### src/rtl/pc_trace_monitor_if.sv
// Control, capture and drain signals between a PC trace monitor and whoever
// drives the CPU program counter and empties the trace.
interface pc_trace_monitor_if #(
  parameter int unsigned DEPTH = 16
);
  localparam int unsigned CW = $clog2(DEPTH) + 1;

  logic          en;
  logic          clr;
  logic [31:0]   pc;
  logic          rd_en;
  logic [32:0]   rd_data;
  logic          rd_valid;
  logic [CW-1:0] count;
  logic          empty;
  logic          full;
  logic          overflow;
  logic          halted;
  logic [31:0]   cycle_cnt;

  modport master (
    output en, clr, pc, rd_en,
    input  rd_data, rd_valid, count, empty, full, overflow, halted, cycle_cnt
  );

  modport slave (
    input  en, clr, pc, rd_en,
    output rd_data, rd_valid, count, empty, full, overflow, halted, cycle_cnt
  );
endinterface

### src/rtl/pc_trace_monitor.sv
// Watches a CPU program counter, logs every PC change with a jump flag into a
// trace FIFO, and declares halt once the PC stays put for HALT_CYCLES samples.
module pc_trace_monitor #(
  parameter int unsigned DEPTH       = 16,
  parameter int unsigned HALT_CYCLES = 8,
  parameter int unsigned PC_STEP     = 4
) (
  input  logic               clk,
  input  logic               rst,
  pc_trace_monitor_if.slave  bus
);
  localparam int unsigned AW = $clog2(DEPTH);
  localparam int unsigned CW = AW + 1;
  localparam int unsigned SW = $clog2(HALT_CYCLES) + 1;

  typedef enum logic [1:0] {
    S_IDLE,
    S_CAPTURE,
    S_HALTED
  } state_t;

  state_t        state;
  logic [32:0]   mem [DEPTH];
  logic [AW-1:0] wr_ptr;
  logic [AW-1:0] rd_ptr;
  logic [CW-1:0] count;
  logic [31:0]   last_pc;
  logic          first;
  logic [SW-1:0] same_cnt;
  logic [32:0]   rd_data;
  logic          rd_valid;
  logic          empty;
  logic          full;
  logic          overflow;
  logic          halted;
  logic [31:0]   cycle_cnt;

  logic          sample;
  logic          changed;
  logic          wr_req;
  logic          jump;
  logic          halt_hit;
  logic          rd_fire;
  logic          wr_fire;
  logic          drop;
  logic [SW-1:0] same_inc;
  logic [CW-1:0] count_nxt;

  // Per-cycle capture/pop decisions; COUNT alone decides full and empty.
  always_comb begin
    sample    = (state == S_CAPTURE) && bus.en && !bus.clr;
    changed   = (bus.pc != last_pc);
    wr_req    = sample && (first || changed);
    jump      = !first && (bus.pc != (last_pc + 32'(PC_STEP)));
    same_inc  = same_cnt + SW'(1);
    halt_hit  = sample && !first && !changed && (same_inc == SW'(HALT_CYCLES - 1));
    rd_fire   = bus.rd_en && (count != CW'(0)) && !bus.clr;
    wr_fire   = wr_req && ((count != CW'(DEPTH)) || rd_fire);
    drop      = wr_req && !wr_fire;
    count_nxt = count + CW'(wr_fire) - CW'(rd_fire);
  end

  always_ff @(posedge clk) begin
    if (!rst || bus.clr) begin
      state     <= S_IDLE;
      wr_ptr    <= '0;
      rd_ptr    <= '0;
      count     <= '0;
      last_pc   <= '0;
      first     <= 1'b1;
      same_cnt  <= '0;
      rd_data   <= '0;
      rd_valid  <= 1'b0;
      empty     <= 1'b1;
      full      <= 1'b0;
      overflow  <= 1'b0;
      halted    <= 1'b0;
      cycle_cnt <= '0;
    end else begin
      case (state)
        S_IDLE:    if (bus.en) state <= S_CAPTURE;
        S_CAPTURE: begin
          if (!bus.en)       state <= S_IDLE;
          else if (halt_hit) state <= S_HALTED;
        end
        S_HALTED:  state <= S_HALTED;
        default:   state <= S_IDLE;
      endcase

      if (sample) begin
        if (cycle_cnt != 32'hFFFF_FFFF) cycle_cnt <= cycle_cnt + 32'd1;
        if (first || changed) begin
          last_pc  <= bus.pc;
          first    <= 1'b0;
          same_cnt <= '0;
        end else begin
          same_cnt <= same_inc;
        end
      end

      if (halt_hit) halted <= 1'b1;
      if (drop)     overflow <= 1'b1;

      if (wr_fire) begin
        mem[wr_ptr] <= {jump, bus.pc};
        wr_ptr      <= wr_ptr + AW'(1);
      end

      // Popped data stays on rd_data; rd_valid marks only the pop cycle.
      if (rd_fire) begin
        rd_data <= mem[rd_ptr];
        rd_ptr  <= rd_ptr + AW'(1);
      end
      rd_valid <= rd_fire;

      count <= count_nxt;
      empty <= (count_nxt == CW'(0));
      full  <= (count_nxt == CW'(DEPTH));
    end
  end

  assign bus.rd_data   = rd_data;
  assign bus.rd_valid  = rd_valid;
  assign bus.count     = count;
  assign bus.empty     = empty;
  assign bus.full      = full;
  assign bus.overflow  = overflow;
  assign bus.halted    = halted;
  assign bus.cycle_cnt = cycle_cnt;
endmodule

### src/flat_wrapper.sv
// flat-port wrapper written by rule: the top's interface ports become plain ports
module pc_trace_monitor_flat 
#(
  parameter int unsigned DEPTH       = 16,
  parameter int unsigned HALT_CYCLES = 8,
  parameter int unsigned PC_STEP     = 4
)
  (clk, rst, bus_en, bus_clr, bus_pc, bus_rd_en, bus_rd_data, bus_rd_valid, bus_count, bus_empty, bus_full, bus_overflow, bus_halted, bus_cycle_cnt);
  pc_trace_monitor_if #(.DEPTH(DEPTH)) bus_i ();
  input  logic clk;
  input  logic rst;
  input wire logic [$bits(bus_i.en)-1:0] bus_en;
  input wire logic [$bits(bus_i.clr)-1:0] bus_clr;
  input wire logic [$bits(bus_i.pc)-1:0] bus_pc;
  input wire logic [$bits(bus_i.rd_en)-1:0] bus_rd_en;
  output wire logic [$bits(bus_i.rd_data)-1:0] bus_rd_data;
  output wire logic [$bits(bus_i.rd_valid)-1:0] bus_rd_valid;
  output wire logic [$bits(bus_i.count)-1:0] bus_count;
  output wire logic [$bits(bus_i.empty)-1:0] bus_empty;
  output wire logic [$bits(bus_i.full)-1:0] bus_full;
  output wire logic [$bits(bus_i.overflow)-1:0] bus_overflow;
  output wire logic [$bits(bus_i.halted)-1:0] bus_halted;
  output wire logic [$bits(bus_i.cycle_cnt)-1:0] bus_cycle_cnt;
  assign bus_i.en = bus_en;
  assign bus_i.clr = bus_clr;
  assign bus_i.pc = bus_pc;
  assign bus_i.rd_en = bus_rd_en;
  assign bus_rd_data = bus_i.rd_data;
  assign bus_rd_valid = bus_i.rd_valid;
  assign bus_count = bus_i.count;
  assign bus_empty = bus_i.empty;
  assign bus_full = bus_i.full;
  assign bus_overflow = bus_i.overflow;
  assign bus_halted = bus_i.halted;
  assign bus_cycle_cnt = bus_i.cycle_cnt;
  pc_trace_monitor #(.DEPTH(DEPTH), .HALT_CYCLES(HALT_CYCLES), .PC_STEP(PC_STEP)) u_core (.clk(clk), .rst(rst), .bus(bus_i));
endmodule
### config.mk
export PLATFORM = sky130hd
export DESIGN_NAME = pc_trace_monitor_flat
export DESIGN_NICKNAME = d
export VERILOG_FILES = /design/src/rtl/pc_trace_monitor_if.sv /design/src/rtl/pc_trace_monitor.sv /design/src/flat_wrapper.sv
export SDC_FILE = /design/constraint.sdc
export NUM_CORES = 1
export LEC_CHECK = 0
export CORE_ASPECT_RATIO = 1.25
export CORE_UTILIZATION = 40
export DETAILED_ROUTE_END_ITERATION = 16
export GPL_TIMING_DRIVEN = 1
export PLACE_DENSITY_LB_ADDON = 0.05
export SLEW_MARGIN = 15
export SYNTH_ARGS = -nofsm -noshare
export SYNTH_HDL_FRONTEND = slang
export SYNTH_SLANG_ARGS = --single-unit
### constraint.sdc
create_clock -name clk -period 4.2 [get_ports clk]
set_clock_uncertainty 0.1 [all_clocks]
set_input_delay 0.84 -clock clk [delete_from_list [all_inputs] [get_ports clk]]
set_output_delay 0.84 -clock clk [all_outputs]
set_load 0.02 [all_outputs]
After elaboration in Yosys (flattened, before gate mapping):

Memories as Yosys holds them, arrays and structs flattened. A register that Yosys moved wholly into a read port is not among the register bits.
Index checks and enable logic that the tools add are counted.
Widths: inputs -> output; s select.

* logic and storage cells: 64
* RAM bits: 528
* input bits: 37
* memories kept: 1
* register bits: 89

Memory list
* u_core.mem: words 16, width 33, rd ports 1, clocked after Yosys merged registers in 1, write ports 1, RTL line pc_trace_monitor.sv:23 `logic [32:0] mem [DEPTH];`

* muxes and demuxes: 8
* equal/unequal tests: 10
* reductions and logical operators: 25
* add/sub/neg operators: 7

Operators with widths (number)
* $ne 32x32->1: 2
* $add 32x1->32 const B: 1
* $add 32x3->32 const B: 1
* $ne 32x32->1 const B: 1
* $add 4x1->4 const B: 3
* $logic_and 1x1->1: 11
* $mux 2: 3
* $pmux 2 s3: 1
* $reduce_and 2->1: 3
* $add 5x1->5: 1
* $eq 5x5->1 const B: 1
* $logic_not 1->1: 5
* $logic_not 5->1: 1
* $ne 5x5->1 const B: 1
* $reduce_bool 5->1: 1
* $sub 5x1->5: 1
* $eq 4x3->1 const B: 1
* $mux 4: 1
* $logic_or 1x1->1: 3
* $mux 1: 3
* $ne 3x2->1 const B: 1
* $eq 2x1->1 const B: 1
* $eq 2x2->1 const B: 1
* $logic_not 2->1: 1
* $ne 2x2->1 const B: 1

Logic depth before layout (Yosys ltp):

Gate-level depths: netlist of the first run.

* word-level depth: 9
* depth in mapped cells: 15
* gate-level depth less buffers: 15

Worst setup path after synthesis of the first run:

OpenSTA, ideal clock, no wires.

* path kind: input -> register
* from: input port bus_en
* to: memory u_core.mem[3][0] (enable)
* slack: 0.168 ns
* cell stages on the path: 8
* arrival: 3.509 ns
* library setup time: 0.423 ns
* cells stage by stage: nand3b_1 or2_2 clkbuf_1 a31o_2 buf_2 nor2_4 nand2_1 nor2_1

* longest elaborated chain between the ends: 7

Ends and longest elaborated chain
* start: declaration: RTL line flat_wrapper.sv:12 `input wire logic [$bits(bus_i.en)-1:0] bus_en;`
* $logic_and 1x1->1 (2 in series): RTL line pc_trace_monitor.sv:51 `sample = (state == S_CAPTURE) && bus.en && !bus.clr;`
* $logic_and 1x1->1: RTL line pc_trace_monitor.sv:53 `wr_req = sample && (first || changed);`
* $logic_and 1x1->1: RTL line pc_trace_monitor.sv:58 `wr_fire = wr_req && ((count != CW'(DEPTH)) || rd_fire);`
* named net u_core.wr_fire: RTL line pc_trace_monitor.sv:44 `logic wr_fire;`
* $mux 1: RTL line pc_trace_monitor.sv:104 `if (wr_fire) begin`
* $mux 1: RTL line pc_trace_monitor.sv:64 `if (!rst || bus.clr) begin`
* $mux 1 (implied by the code): RTL line pc_trace_monitor.sv:105 `mem[wr_ptr] <= {jump, bus.pc};`
* end: declaration: RTL line pc_trace_monitor.sv:23

The timed path passes the listed nets, and every way through them passes these cells.

Worst setup path after layout of the first run:

* from: input port bus_pc[27]
* to: register u_core.empty (netlist: u_core.bus.empty)

* longest elaborated chain between the ends: 7

Ends and longest elaborated chain
* start: declaration: RTL line flat_wrapper.sv:14 `input wire logic [$bits(bus_i.pc)-1:0] bus_pc;`
* $ne 32x32->1: RTL line pc_trace_monitor.sv:52 `changed = (bus.pc != last_pc);`
* $logic_or 1x1->1: RTL line pc_trace_monitor.sv:53
* $logic_and 1x1->1: RTL line pc_trace_monitor.sv:53
* $logic_and 1x1->1: RTL line pc_trace_monitor.sv:58
* named net u_core.wr_fire: RTL line pc_trace_monitor.sv:44
* $add 5x1->5: RTL line pc_trace_monitor.sv:60 `count_nxt = count + CW'(wr_fire) - CW'(rd_fire);`
* $sub 5x1->5: RTL line pc_trace_monitor.sv:60
* $logic_not 5->1: RTL line pc_trace_monitor.sv:117 `empty <= (count_nxt == CW'(0));`
* end signal: assignment: RTL line pc_trace_monitor.sv:117
* end: declaration: RTL line pc_trace_monitor.sv:32 `logic empty;`

The timed path passes the listed nets, and every way through them passes these cells.
A chain may end at the register's enable or synchronous reset.

==> qor.yml, run 1 <==
outcome:
  status: "finished clean"
yosys:
  syn_area_um2: 26100
  synth.most_common_cell: "edfxtp_1"
  synth_cell_types: 61
  synth_area_leaders: "edfxtp_1, mux4_2, dfxtp_1"
  synthesis.nets: 1557
  synth_flop_cell: "edfxtp_1"
  yosysSeqAreaShare: 0.702
  synth_cells: 1504
  ys_ff_latch: 650
  synth_edf_count: 528
  syn_area_per_cell_um2: 17.3
  synthTopCellsByCount: "edfxtp_1, mux4_2, dfxtp_1, nand2_1, nor2_1"
  yosysTopAreaCell: "edfxtp_1"
  synth_top_area_share: 0.609
  yosys_warnings: 0
  async_reset_ff_frac: 0
global_routing:
  grt_overflow: 0
  grt_usage: 0.206
  antenna_found_initial: 0
  grt_first_pass_wirelength_um: 98200
  grt_max_degree: 75
  grt_pass1_vias: 14900
sta:
  finalCritPeriodShare: 0.858
  fin_ws_ps: 596
  max_clock_freq_mhz: 277
  fin_crit_ps: 3600
  setup_viol: 0
  tightest_slew_ps: 1020
  rsz0062_at_grt: "no"
  fin_setup_tns_ps: 0
  drv_slew: 0
  slew_headroom: 0.320
  hold_viol_final: 0
pwr:
  clkPwrFrac: 0.442
  intPower_uw: 11000
  p_total_uw: 13800
  leakagePower_uw: 0.00990
  swShare: 0.206
  pwr-share-seq: 0.506
  pwr-share-comb: 0.052
  power.switching_uw: 2850
  p_per_area_nw_per_um2: 439
  ir_worst_vdd_v: 0.000276
final_layout:
  fin_cells: 2609
  fin_area_um2: 31500
  regArea_um2: 18300
  areaGrowthSynthToFinish_pct: 21.0
  multiInputGateArea_um2: 7520
  diodes: 0
  fillCellCount: 5401
  final_nets: 1761
  drive_above_1_share: 0.227
place:
  dp.final_hpwl_um: 39500
  dpl-instance-area_um2: 29200
  numPortBuffers: 111
  pre_cts_ws_ps: -46.9
  place_inst: 2488
  gp_congestion: 0.776
setup_path:
  critPathCapture: "u_core.bus.empty$_SDFF_PP1_"
  startpoint: "bus_pc[27]"
  path_depth: 15
  crit_top_cell: "nor2_1"
  endpoint_kind: "register"
  cpLargestDelayFamily: "simple AND/OR/NAND/NOR gates"
  crit_type: "in2reg"
  crit_path_cell_trace: "clkdlybuf4s50_1 -> xor2_1 -> nor4_1 -> buf_4 -> and4_1 -> a31o_2 -> nor2_4 -> ha_1 -> fa_1 -> a21oi_1 -> nor2_1 -> nor2_1 -> xnor2_1 -> nor2_1 -> a21oi_1"
  worstReg2RegEnd: "u_core.mem[12][32]$_DFFE_PP_"
  required_ps: 4630
  cpPeakStageDelay_ps: 570
  rr_startpoint: "u_core.last_pc[2]$_SDFFE_PP0P_"
  slowest_stage: "clkdlybuf4s50_1"
  worstPathMaxFanout: 2
  path_buf_inv: 2
  reg2reg_depth: 7
  r2r_setup_slack_ps: 920
  cp-start-kind: "input pin"
  cp.arrival_ps: 4030
floorplan:
  die_area_um2: 66200
  core_um2: 64400
  ios: 112
  start_util: 0.404
  die_x_um: 230
  die_h_um: 287
  rows: 104
cts:
  clk_latency_ps: 600
  ctsHoldBuffers: 0
  ctsRootBufferMaster: "clkbuf_16"
  clk_pin_slew_ps: 60
  clock_sinks: 650
  cts_buffers: 66
  cts_setup_buffers: 0
  cts_resized: 0
  cts_tree: "built"
  cts-htree-levels: 3
  clk_path_buf_depth: 3
routing:
  drc: 0
  dr.pass1.iters: 5
  routedWlPerCell_um: 25.4
  ant_nets: 0
  finalWirelength_um: 66200
  drtIter0Drc: 1053
  via_per_inst: 5.42
  vias: 14100
min_path:
  worstHoldPathCells: 1
  hold_path.class: "reg2reg"
  min-delay-start: "u_core.state[1]$_SDFFE_PP0P_"
run:
  maxCapViolCount: 0
[final cells by class]
class,instances,share of cell area
clock buffers,99,0.0632
clock inverters,22,0.00905
inverters,16,0.00191
multi-input cells,767,0.239
flip-flops and latches,650,0.581
well taps,848,0.0337
repair buffers,207,0.0728
[cells by family (layout without fill, tap and decap cells)]
logic type                 after synthesis  after routing  synth area share
buffers and inverters                   87            344            0.0147
AOI/OAI and AO/OA                       93             93            0.0205
and+or+nand+nor                        377            377            0.0712
xor gates and xnor gates                83             83            0.0279
DFF                                    650            650             0.702
muxes                                  198            198             0.155
adders and majority gates               16             16           0.00797
[power groups by stage]
stage          logic (uW)  registers (uW)  clock network [uW]
2_1_floorplan         352            7160                   0
3_3_place_gp          727            7150                   0
3_5_place_dp          732            7150                   0
4_1_cts               735            7010                6280
5_1_grt               778            7010                6510
6_report              714            7010                6120
[per-stage QoR]
step,util,hold slack (ps)
2_1_floorplan,-,304
3_3_place_gp,0.454,315
3_5_place_dp,0.454,327
4_1_cts,0.489,338
5_1_grt,0.489,361
6_report,0.489,335
[registers in the layout (all words and copies together), names as in the netlist, 2 cells and up]
signal	cells
u_core.bus.rd_data	33
u_core.state	2
u_core.rd_ptr	4
u_core.bus.count	5
u_core.mem	528
u_core.wr_ptr	4
u_core.same_cnt	4
u_core.bus.cycle_cnt	32
u_core.last_pc	32
[how the worst min path moves through the flow]
| stage | endpoint | slack, ps |
|---|---|---|
| 2_1_floorplan | u_core.state[0]$_SDFFE_PP0P_ | 300 |
| 3_3_place_gp | u_core.state[0]$_SDFFE_PP0P_ | 320 |
| 3_5_place_dp | u_core.state[0]$_SDFFE_PP0P_ | 330 |
| 4_1_cts | u_core.state[0]$_SDFFE_PP0P_ | 340 |
| 5_1_grt | u_core.state[0]$_SDFFE_PP0P_ | 360 |
| 6_report | u_core.state[0]$_SDFFE_PP0P_ | 340 |
[worst register-to-register path, stage by stage, from the launching register on]
cell	delay, ps
dfxtp_1	460
ha_1	330
nand4_1	340
or4b_2	700
a21oi_1	160
a21oi_1	70
nor4_1	370
a31oi_2	370
[routing by layer]
layer	global-route usage	vias up	wire, um
met4	0.0639	0	1490
met5	0	-	0
li1	-	6313	-
met1	0.273	7438	28700
met3	0.0266	84	2580
met2	0.352	311	33500
[cells in the final DEF (no fill, tap or decap), types with 3 or more instances in the layout]
cell / count
nor4_1: 12
nand3b_1: 6
a31oi_1: 5
inv_1: 16
nor2b_1: 5
mux4_2: 165
clkbuf_16: 71
mux2i_1: 32
o21ai_0: 9
a21oi_1: 60
clkinv_2: 4
buf_4: 59
clkdlybuf4s50_1: 111
nor3_1: 23
and3_1: 7
nand4_1: 25
edfxtp_1: 528
buf_12: 37
bufinv_16: 7
nor2_1: 95
and4_1: 11
and2_1: 4
nor2_4: 17
clkbuf_1: 17
or3_1: 6
dfxtp_4: 3
clkinv_1: 8
dfxtp_1: 118
nand3_1: 24
nand2_1: 118
xor2_1: 36
clkbuf_8: 11
nand4b_1: 3
xnor2_1: 47
ha_1: 15
Power figures use the tool's default switching activity.
==> run 2: changes to the inputs <==
--- a/config.mk
+++ b/config.mk
@@ -5,7 +5,6 @@
 export SDC_FILE = /design/constraint.sdc
 export NUM_CORES = 1
 export LEC_CHECK = 0
-export CORE_ASPECT_RATIO = 1.25
 export CORE_UTILIZATION = 40
 export DETAILED_ROUTE_END_ITERATION = 16
 export GPL_TIMING_DRIVEN = 1
==> run 2 against run 1 <==
Register-to-register slack improved by 40 ps. Wire length grew 2.3%. Via count grew 0.64%. Die area barely moved. Global-route usage rose by 0.38 points. Core utilization is 0.10 points higher. Highest routed layer unchanged. Flip-flop and latch count unchanged. Combinational power fell by 0.7%.
==> qor.yml, run 2 (synthesis results as in run 1) <==
outcome:
  status: "finished clean"
final_layout:
  biggestRegsByFlops: "u_core.mem (528), u_core.bus.rd_data (33)"
  fin_cells: 2629
  diodes: 0
  top_register: "u_core.mem"
  final_cell_mix: "edfxtp_1, mux4_2, nand2_1, dfxtp_1, clkdlybuf4s50_1"
  regArea_um2: 18300
  areaGrowthSynthToFinish_pct: 21.1
  drive_above_1_share: 0.231
  largest_reg_flops: 528
  multiInputGateArea_um2: 7510
  fillCellCount: 5420
  final_common_cell: "edfxtp_1"
  final_nets: 1770
place:
  place_inst: 2499
  dp.final_hpwl_um: 40300
  numPortBuffers: 111
  gp_congestion: 0.822
cts:
  ctsRootBufferMaster: "clkbuf_16"
  clock_sinks: 650
  cts_resized: 0
  clk_latency_ps: 610
  cts_tree: "built"
  clk_pin_slew_ps: 60
  cts_setup_buffers: 0
  cts_buffers: 71
  cts-htree-levels: 3
  ctsHoldBuffers: 0
  clk_path_buf_depth: 3
pwr:
  ir_worst_vdd_v: 0.000286
  intPower_uw: 10900
  p_per_area_nw_per_um2: 438
  pwr-share-comb: 0.051
  leakagePower_uw: 0.00993
  swShare: 0.213
  power.switching_uw: 2940
  clkPwrFrac: 0.442
  pwr-share-seq: 0.507
sta:
  rsz0062_at_grt: "no"
  drv_slew: 0
  tightest_slew_ps: 1000
  fin_crit_ps: 3490
  slew_headroom: 0.331
  max_clock_freq_mhz: 287
  fin_setup_tns_ps: 0
  finalCritPeriodShare: 0.831
  fin_hold_ws_ps: 343
  setup_viol: 0
  hold_viol_final: 0
floorplan:
  start_util: 0.405
  die_h_um: 257
  rows: 93
  die_area_um2: 66200
  die_x_um: 257
  ios: 112
  core_um2: 64300
global_routing:
  grt_pass1_vias: 14600
  antenna_found_initial: 0
  grt_overflow: 0
  grt_max_degree: 67
  grt_first_pass_wirelength_um: 99900
  grt_usage: 0.210
setup_path:
  endpoint_kind: "register"
  crit_type: "in2reg"
  worstPathMaxFanout: 3
  cp-start-kind: "input pin"
  cp.arrival_ps: 3930
  required_ps: 4640
routing:
  finalWirelength_um: 67800
  dr.pass1.iters: 5
  drc: 0
  vias: 14200
  ant_nets: 0
  routedWlPerCell_um: 25.8
  via_per_inst: 5.42
  drtIter0Drc: 1007
run:
  maxCapViolCount: 0
min_path:
  hold_path.class: "reg2reg"
## run 2: worst max-delay path: stages
cell and delay [ps]:
clkdlybuf4s50_1 410, buf_4 170, xnor2_1 280, nand4_1 190
nor4_1 380, a31o_2 300, nor2_4 70, ha_1 230
fa_1 400, a21oi_1 140, nor2_1 50, nor2_1 110
xnor2_1 150, nor2_1 70, a21oi_1 140
## run 2: final cells by class
class,instances,share of cell area
Sequential cell,650,0.580
Multi-Input combinational cell,767,0.238
Timing Repair Buffer,211,0.0737
Clock buffer,100,0.0626
Tap cell,855,0.0339
Clock inverter,30,0.00952
Inverter,16,0.00190
## run 2: power by group through the flow
stage	sequential [uW]	combinational, uW	clock, uW
2_1_floorplan	7160	352	0
3_3_place_gp	7140	722	0
3_5_place_dp	7150	726	0
4_1_cts	7010	728	6290
5_1_grt	7010	772	6520
6_report	7010	709	6110
## run 2: final timing paths
path                                                      to  cells past startpoint                           start  slack [ps]
worst max register to register   u_core.mem[8][32]$_DFFE_PP_                      8  u_core.last_pc[3]$_SDFFE_PP0P_         960
worst min-delay path            u_core.state[0]$_SDFFE_PP0P_                      1    u_core.state[1]$_SDFFE_PP0P_         340
worst max-delay path             u_core.bus.empty$_SDFF_PP1_                     15                      bus_pc[26]         710
worst min register to register  u_core.state[0]$_SDFFE_PP0P_                      1    u_core.state[1]$_SDFFE_PP0P_         340
## run 2: through the flow
step | util | worst slack [ps] | total power, uW | instance area (um2)
after detailed placement | 0.455 | 88.8 | 7870 | 29300
after global placement | 0.455 | 39.5 | 7870 | 29300
after CTS | 0.490 | 733 | 14000 | 31600
final | 0.490 | 712 | 13800 | 31600
after global routing | 0.490 | 383 | 14300 | 31600
after floorplan | - | 168 | 7510 | 26100
## run 2: routing by layer
metal	vias up	GRT usage	part of all wire
met1	7528	0.301	0.46
met4	0	0.0506	0.018
met2	280	0.338	0.49
met3	86	0.0291	0.035
li1	6343	-	-
met5	-	0	0
==> run 3: changes to the inputs <==
==> constraint.sdc (replaced) <==
create_clock -name clk -period 3.03 [get_ports clk]
set_clock_uncertainty 0.1 [all_clocks]
set_input_delay 0.606 -clock clk [delete_from_list [all_inputs] [get_ports clk]]
set_output_delay 0.606 -clock clk [all_outputs]
set_load 0.02 [all_outputs]
==> run 3 against run 2 <==
First-iteration DRC count up 9.1%. Power is 40% higher. Via count up 2.9%. Sequential power increased by 38%.
==> qor.yml, run 3 (synthesis results as in run 1) <==
setup_path:
  worstReg2RegEnd: "u_core.mem[13][32]$_DFFE_PP_"
  cp-start-kind: "input pin"
  worstPathMaxFanout: 3
  required_ps: 3470
  r2r_setup_slack_ps: 90
  startpoint: "bus_pc[21]"
  reg2reg_depth: 12
  crit_type: "in2reg"
  rr_startpoint: "u_core.last_pc[3]$_SDFFE_PP0P_"
  cp.arrival_ps: 3380
  endpoint_kind: "register"
min_path:
  min-delay-start: "u_core.state[1]$_SDFFE_PP0P_"
  hold-path-endpoint: "u_core.state[0]$_SDFFE_PP0P_"
  worstHoldPathCells: 1
  hold_path.class: "reg2reg"
global_routing:
  grt_usage: 0.212
  grt_max_degree: 58
  grt_overflow: 0
  antenna_found_initial: 1
  grt_first_pass_wirelength_um: 102000
  grt_pass1_vias: 15100
final_layout:
  final_nets: 1860
  fin_area_um2: 32700
  largest_reg_flops: 528
  top_register: "u_core.mem"
  biggestRegsByFlops: "u_core.mem (528), u_core.bus.rd_data (33)"
  drive_above_1_share: 0.293
  final_common_cell: "edfxtp_1"
  fillCellCount: 5312
  final_cell_mix: "edfxtp_1, mux4_2, buf_4"
  areaGrowthSynthToFinish_pct: 25.4
  fin_cells: 2720
  diodes: 0
cts:
  cts_buffers: 70
  clk_path_buf_depth: 3
  clk_latency_ps: 620
  cts_tree: "built"
  clock_sinks: 650
  ctsHoldBuffers: 0
  clk_pin_slew_ps: 60
  cts-htree-levels: 3
  ctsRootBufferMaster: "clkbuf_16"
place:
  place_inst: 2585
  dp.final_hpwl_um: 43200
  dpl-instance-area_um2: 30000
  numPortBuffers: 111
  gp_congestion: 0.787
floorplan:
  ios: 112
  die_x_um: 257
  die_area_um2: 66200
  die_h_um: 257
  core_um2: 64300
  start_util: 0.405
  rows: 93
sta:
  setup_viol: 0
  rsz0062_at_grt: "yes"
  max_clock_freq_mhz: 339
  slew_headroom: 0.457
  finalCritPeriodShare: 0.972
  drv_slew: 0
  tightest_slew_ps: 814
  hold_viol_final: 0
  fin_crit_ps: 2950
routing:
  via_per_inst: 5.39
  routedWlPerCell_um: 25.2
  dr.pass1.iters: 5
  drtIter0Drc: 1099
  finalWirelength_um: 68600
  vias: 14700
  drc: 0
  ant_nets: 0
run:
  maxCapViolCount: 0
pwr:
  p_total_uw: 19400
  ir_worst_vdd_v: 0.000354
  leakagePower_uw: 0.0106
  p_per_area_nw_per_um2: 594
outcome:
  status: "finished clean"
run 3: cell count changes in the layout (fill, tap and decap cells not counted), moves of 5 or more:
cell	change
clkdlybuf4s50_1	-16
xnor2_2	+9
dfxtp_1	-6
xnor2_1	-12
buf_4	+80
clkinv_2	+5
clkbuf_1	-6
dlygate4sd2_1	+9
dfxtp_2	+7
nor4_1	-5
dlymetal6s2s_1	+7
buf_12	+6
run 3: worst max-delay path by stage:
| stage | end | slack (ps) | cells past startpoint |
|---|---|---|---|
| 5_1_grt | u_core.bus.empty$_SDFF_PP1_ | -90 | 15 |
| 4_1_cts | u_core.bus.empty$_SDFF_PP1_ | 20 | 15 |
| 6_report | u_core.bus.empty$_SDFF_PP1_ | 80 | 13 |
| 3_5_place_dp | u_core.bus.empty$_SDFF_PP1_ | -1030 | 15 |
| 3_3_place_gp | u_core.bus.empty$_SDFF_PP1_ | -1060 | 15 |
| 2_1_floorplan | u_core.mem[7][0]$_DFFE_PP_ | -280 | 8 |
run 3: worst max-delay path: stages:
cell             delay, ps
clkdlybuf4s50_1        560
xnor2_1                370
and4_1                 330
a31o_4                 200
nor2_4                  50
ha_4                   170
fa_2                   370
a21oi_2                140
nor2_1                  50
nor2_1                 130
xnor2_1                160
nor2_1                  80
a21oi_1                150
run 3: power breakdown:
part	leakage, uW	switching [uW]	internal [uW]	total, uW
Sequential	0.00574	25.9	9670	9690
Clock	0.00115	3590	5050	8630
Combinational	0.00372	604	468	1070
Total	0.0106	4220	15200	19400
run 3: layer usage:
metal / up-vias / GRT usage / part of all wire
li1: 6521 / - / -
met1: 7741 / 0.301 / 0.45
met2: 297 / 0.343 / 0.49
met3: 92 / 0.0275 / 0.038
met4: 2 / 0.0605 / 0.020
met5: - / 0 / 0.00019
run 3: layout make-up:
| type | instances | area, um2 | area share |
|---|---|---|---|
| Inverter | 16 | 60.1 | 0.00184 |
| Tap cell | 855 | 1070 | 0.0328 |
| Clock buffer | 93 | 1930 | 0.0591 |
| Timing Repair Buffer | 302 | 3100 | 0.0950 |
| Clock inverter | 37 | 390 | 0.0120 |
| Multi-Input combinational cell | 767 | 7790 | 0.239 |
| Sequential cell | 650 | 18300 | 0.561 |
run 3: through the flow:
stage	util	TNS, ps	hold WS [ps]	setup WS (ps)
2_1_floorplan	-	-112160	304	-275
3_3_place_gp	0.466	-356820	315	-1060
3_5_place_dp	0.466	-375810	325	-1030
4_1_cts	0.504	0	334	15.3
5_1_grt	0.508	-88.6	360	-88.6
6_report	0.508	0	329	84.4
run 3: what timing repair did:
action | 4_1_cts | 5_1_grt
buffers inserted | 1 | 4
endpoints found under the hold margin | 0 | 0
pin swaps | 11 | 19
gates resized for setup | 28 | 42
gates cloned | 0 | 1
setup endpoints to repair | 271 | 221
